$ cat config.mk
export PLATFORM = sky130hd
export DESIGN_NAME = sensor_conditioner
export DESIGN_NICKNAME = d
export VERILOG_FILES = /design/src/rtl/sensor_conditioner.sv
export SDC_FILE = /design/constraint.sdc
export NUM_CORES = 1
export LEC_CHECK = 0
export ABC_AREA = 1
export CAP_MARGIN = 20
export CELL_PAD_IN_SITES_DETAIL_PLACEMENT = 1
export CELL_PAD_IN_SITES_GLOBAL_PLACEMENT = 2
export CORE_MARGIN = 4
export CORE_UTILIZATION = 30
export DETAILED_ROUTE_END_ITERATION = 12
export PLACE_DENSITY = 0.66
export REMOVE_ABC_BUFFERS = 1
export SYNTH_ARGS = -nofsm -noshare
export SYNTH_HDL_FRONTEND = slang
export SYNTH_SLANG_ARGS = --single-unit
export TNS_END_PERCENT = 20
$ cat constraint.sdc
create_clock -name clock -period 3.29 [get_ports clock]
set_clock_uncertainty 0.1 [all_clocks]
set_input_delay 0.329 -clock clock [delete_from_list [all_inputs] [get_ports clock]]
set_output_delay 0.329 -clock clock [all_outputs]
set_load 0.05 [all_outputs]
$ cat src/rtl/sensor_conditioner.sv
// Synchronizes and debounces seven asynchronous sensor/button inputs, and derives
// change/press strobes plus a sticky flag for implausible water-level combinations.
module sensor_conditioner #(
    parameter int unsigned DEBOUNCE_CYCLES = 4
) (
    input  logic clock,
    input  logic reset,
    input  logic raw_low_water_level,
    input  logic raw_mid_water_level,
    input  logic raw_high_water_level,
    input  logic raw_earth_humidity,
    input  logic raw_air_humidity,
    input  logic raw_low_temperature,
    input  logic raw_selector,
    input  logic clear_error,
    output logic low_water_level,
    output logic mid_water_level,
    output logic high_water_level,
    output logic earth_humidity,
    output logic air_humidity,
    output logic low_temperature,
    output logic selector_pulse,
    output logic sensors_changed,
    output logic water_conflict,
    output logic water_error_latched
);

    localparam int unsigned NCH     = 7;
    localparam int unsigned NSENS   = 6;
    localparam int unsigned CW      = $clog2(DEBOUNCE_CYCLES);
    localparam int unsigned CH_LOW  = 0;
    localparam int unsigned CH_MID  = 1;
    localparam int unsigned CH_HIGH = 2;
    localparam int unsigned CH_SEL  = 6;

    logic [NCH-1:0] raw_vec;
    logic [NCH-1:0] sync1_q, sync2_q;
    logic [NCH-1:0] stable_q, stable_d;
    logic [CW-1:0]  cnt_q [NCH];
    logic [CW-1:0]  cnt_d [NCH];
    logic           sel_pulse_q, sel_pulse_d;
    logic           changed_q, changed_d;
    logic           conflict_q, conflict_d;
    logic           err_q, err_d;

    assign raw_vec = {raw_selector, raw_low_temperature, raw_air_humidity, raw_earth_humidity,
                      raw_high_water_level, raw_mid_water_level, raw_low_water_level};

    // Per-channel debounce: a differing sample must persist DEBOUNCE_CYCLES cycles to be accepted.
    always_comb begin
        stable_d = stable_q;
        cnt_d    = cnt_q;
        for (int i = 0; i < int'(NCH); i++) begin
            if (sync2_q[i] == stable_q[i]) begin
                cnt_d[i] = '0;
            end else if (cnt_q[i] == CW'(DEBOUNCE_CYCLES - 1)) begin
                stable_d[i] = sync2_q[i];
                cnt_d[i]    = '0;
            end else begin
                cnt_d[i] = cnt_q[i] + CW'(1);
            end
        end
    end

    // Strobes fire alongside the debounced update; the flag path lags the debounced levels.
    always_comb begin
        sel_pulse_d = stable_d[CH_SEL] & ~stable_q[CH_SEL];
        changed_d   = |(stable_d[NSENS-1:0] ^ stable_q[NSENS-1:0]);
        conflict_d  = (stable_q[CH_HIGH] & ~stable_q[CH_MID]) |
                      (stable_q[CH_MID]  & ~stable_q[CH_LOW]);
        err_d       = conflict_q | (err_q & ~clear_error);
    end

    always_ff @(posedge clock or posedge reset) begin
        if (reset) begin
            sync1_q     <= '0;
            sync2_q     <= '0;
            stable_q    <= '0;
            cnt_q       <= '{default: '0};
            sel_pulse_q <= 1'b0;
            changed_q   <= 1'b0;
            conflict_q  <= 1'b0;
            err_q       <= 1'b0;
        end else begin
            sync1_q     <= raw_vec;
            sync2_q     <= sync1_q;
            stable_q    <= stable_d;
            cnt_q       <= cnt_d;
            sel_pulse_q <= sel_pulse_d;
            changed_q   <= changed_d;
            conflict_q  <= conflict_d;
            err_q       <= err_d;
        end
    end

    assign low_water_level     = stable_q[CH_LOW];
    assign mid_water_level     = stable_q[CH_MID];
    assign high_water_level    = stable_q[CH_HIGH];
    assign earth_humidity      = stable_q[3];
    assign air_humidity        = stable_q[4];
    assign low_temperature     = stable_q[5];
    assign selector_pulse      = sel_pulse_q;
    assign sensors_changed     = changed_q;
    assign water_conflict      = conflict_q;
    assign water_error_latched = err_q;

endmodule

-- Word level (Yosys, flattened, before mapping)
Cells that the tools add are included.
- add/subtract/negate cells: 7
- equal/unequal tests: 14
- multiplexer cells: 28
- bitwise gates (word level): 11
- reduce and logical (&&, ||, !) cells: 1
- operator list (operator ; count):
    two-way mux 2 bit ; 14
    adder 2 x 1 -> 2 bit, second input constant ; 7
    == test 2 bit, second input constant ; 7
    two-way mux 1 bit ; 14
    == test 1 bit ; 7
    OR reduction 6 bit ; 1
    XOR 6 bit ; 1
    AND 1 bit ; 4
    inverter 1 bit ; 4
    OR 1 bit ; 2
- register bits after elaboration: 39
- output and inout bits: 10

-- Longest topological paths before layout
- depth in word-level cells: 5
- mapped depth: 6

-- Worst setup path after synthesis
Ideal clock, no wire load.
- path kind: register to register
- start: register stable_q[1]
- end: register changed_q (netlist: sensors_changed)
- setup time: 0.125 ns
- data arrival time: 1.067 ns
- required time: 3.065 ns
- setup slack: 1.998 ns
- cell stages (with the launch flop): 6
- buffers on the path: 0
- period minus slack after synthesis: 1.292 ns
- path through: dfrtp_1 -> inv_1 -> nand3_1 -> nand2_1 -> nor2_1 -> nand3_1
- cells in the longest elaborated chain, start to end: 4
- elaborated cells on any way between the ends: 5
- classes of those cells: 1 x eq/ne; 2 x mux; 1 x bitwise; 1 x reduce/logical
- ends and longest elaborated chain (item ; line ; RTL):
    start, declared ; 38 ; logic [NCH-1:0] stable_q, stable_d;
    start signal, assigned ; 87 ; stable_q <= stable_d;
    two-way mux 1 bit / == test 1 bit (equally long branches) ; 56, 54 ;
    two-way mux 1 bit ; 54 ; if (sync2_q[i] == stable_q[i]) begin
    XOR 6 bit (*) ; 68 ; changed_d = |(stable_d[NSENS-1:0] ^ stable_q[NSENS-1:0]);
    OR reduction 6 bit (*) ; 68 ;
    net changed_d ; 42 ; logic changed_q, changed_d;
    end signal, assigned ; 90 ; changed_q <= changed_d;
    end, declared ; 42 ;
Mark *: on every way through the listed nets, which the timed path passes. The rest lies on a longest branch.

-- Final worst setup path
- start: register stable_q[0]
- end: output low_water_level
- RTL lines (item ; line ; RTL):
    end, declared ; 16 ; output logic low_water_level,
No word-level cell between the ends.

==> results.md <==
- Status: finished, final reports clean
- H-tree Lvls: 2
- GPL Wtd Cong: 0.741
- WP data arrival: 1.54 ns
- Final Hold Viols: 0
- P_leak: 0.000885 uW
- Worst Setup SP: stable_q[0]
- Count leader, synth: dfrtp_1
- Initial drt markers: 39
- Post-Route Utilization: 39.0%
- Largest area contributor in the netlist: dfrtp_1
- Synth Warn #: 0
- Mapped Cells: 128
- Yosys top cell area share: 66.9%
- R2r worst-path depth: 5
- # clock sinks: 39
- Total track usage: 10.0%
- First-pass GRT wire length: 4.60 mm
- CTS root buffer: clkbuf_8
- Setup TNS: 0 ns
- Die Width: 77.7 um
- Synthesized area per cell: 11.4 um2
- Io pins: 20
- CP max stage cell: clkdlybuf4s50_1
- CORE AREA: 4720 um2
- Rel. slew slack: 66.6%
- Drt wl/cell: 11.2 um
- Dpl hpwl: 1.85 mm
- Clock transition at path regs: 0.07 ns
- Final Critical Period: 1.97 ns
- Worst VDD drop: 0.313 mV
- Final period util: 60.0%
- Post-route antenna net violation count: 0
- Synth async-reset ratio: 100%
- WL final: 2.49 mm
- RSZ-0062 raised after global routing: false
- Die height: 77.7 um
- Top Family by Delay on Critical Path: buffers and inverters
- Commonest cells in the netlist: 39 x dfrtp_1, 20 x inv_1, 14 x nand2_1, 12 x nand3_1, 10 x nor2_1
- Clock buffer count from CTS: 5
- CTS Hold Bufs: 0
- Distinct cells, synth: 13
- Area contributors post-synth: dfrtp_1 67%, ha_1 6.0%, inv_1 5.1%
- Final nets: 172
- Hold_ws: 0.250 ns
- Post-synthesis sequential area ratio: 66.9%
- Grt total ovfl: 0
- FF+latch count, synth: 39
- Post-Syn Area: 1460 um2
- CP required: 2.86 ns
- Ratio of cells with drive above 1 in the final layout: 7.05%
- DR pass1 iterations: 2
- Inserted Diodes: 0
- Hold Crit Class: flop to flop
- Max-cap violations: 0
- Initial Util: 30.9%
- Largest net degree at the start of global routing: 40
- Resized Gates After CTS: 0
- Worst path max stage delay: 0.84 ns
- Clock tree from TritonCTS: yes
- Area grow syn2layout: 26.2%
- Critical-path maximum fanout: 5
- PortBufs: 19
- CP Capture Type: primary output
- Die ar.: 6040 um2
- Crit path buffers/inverters: 1
- Stages on worst setup path: 1
- Hold_sp: sync1_q[1]
- Worst-Skew Late Latency: 0.28 ns
- Cell Pwr Density: 879 nW/um2
- CP Cell Sequence: clkdlybuf4s50_1
- CP startpoint kind: flop
- Ys flop type: dfrtp_1
- Vias in the first global route: 1019
- Hold path cells: 0
- # rows: 25
- Max-slew violations: 0
- Fmax: 507 MHz
- EDFF count, synth: 0
- Vias per cell: 4.17
- Setup violations, final: 0
- Vias post-DR: 929
- DRC: 0
- CP Class: flop to primary output
- Clock Path Buffers: 2
- Slew of the pin with the lowest slew margin: 0.500 ns
- Worst r2r src: cnt_q[12]
- Initial antenna violation count: 0
- Post-CTS Repair Setup Buffers: 0
[layout make-up]
cell class,count,area (um2)
repair buffers,20,198
clock buffers,8,100
fillers,523,2880
inverters,21,78.8
multi-input cells,68,404
flip-flops and latches,39,976
well taps,67,83.8
[cell families (layout without fill, tap and decap cells)]
family / Yosys count / count (layout) / synth area share, %
xor gates and xnor gates: 7 / 7 / 4.20
adders and majority gates: 7 / 7 / 6.00
and+or+nand+nor: 45 / 45 / 14.2
buffers and inverters: 21 / 49 / 5.40
AOI/OAI and AO/OA: 9 / 9 / 3.26
DFF: 39 / 39 / 66.9
[metrics by stage]
step | power (uW) | cells | setup WS [ns] | cell area [um2]
after floorplan | 1110 | 128 | 1.97 | 1460
after global placement | 1270 | 215 | 1.62 | 1740
after detailed placement | 1300 | 215 | 1.61 | 1740
after CTS | 1660 | 223 | 1.28 | 1840
after global routing | 1760 | 223 | 1.23 | 1840
final | 1620 | 223 | 1.32 | 1840
[routing by layer]
layer / track usage [%] / up-vias / share of wire, % / wire [um]
li1: - / 457 / - / -
met1: 11.4 / 452 / 44 / 1090
met2: 16.3 / 15 / 50 / 1240
met3: 3.36 / 5 / 4.2 / 105
met4: 5.87 / 0 / 2.1 / 53
met5: 0 / - / 0 / 0
[sequential cells by signal, summed over array words and instances, names as in the netlist]
signal	flops
cnt_q	14
stable_q	7
water_conflict	1
sync1_q	7
sync2_q	7
water_error_latched	1
sensors_changed	1
selector_pulse	1
[path summary, 6_finish.rpt]
path                                        end  slack, ns
worst max register to register  sensors_changed       2.03
max in group asynchronous           stable_q[2]       2.37
min in group asynchronous           stable_q[5]       0.37
worst min-delay path                 sync2_q[1]       0.25
worst min register to register       sync2_q[1]       0.25
worst max-delay path            low_water_level       1.32
[cells in the final DEF (no fill, tap or decap)]
master,instances
clkbuf_1,1
clkbuf_8,7
buf_4,1
dfrtp_1,39
inv_1,20
nand3b_1,1
nor3_1,6
nand2_1,14
o21bai_1,1
ha_1,7
nand3_1,12
inv_2,1
nor3_2,2
xnor2_1,7
o21ai_0,8
nor2_1,10
clkdlybuf4s50_1,19
[power breakdown]
part,total [uW],internal (uW),switching [uW],leakage (uW)
sequential,705,614,91.1,0.000482
clock,345,191,153,0.0000515
combinational,568,212,356,0.000351
total,1620,1020,601,0.000885
No activity file was read; power rests on OpenSTA's default activity.
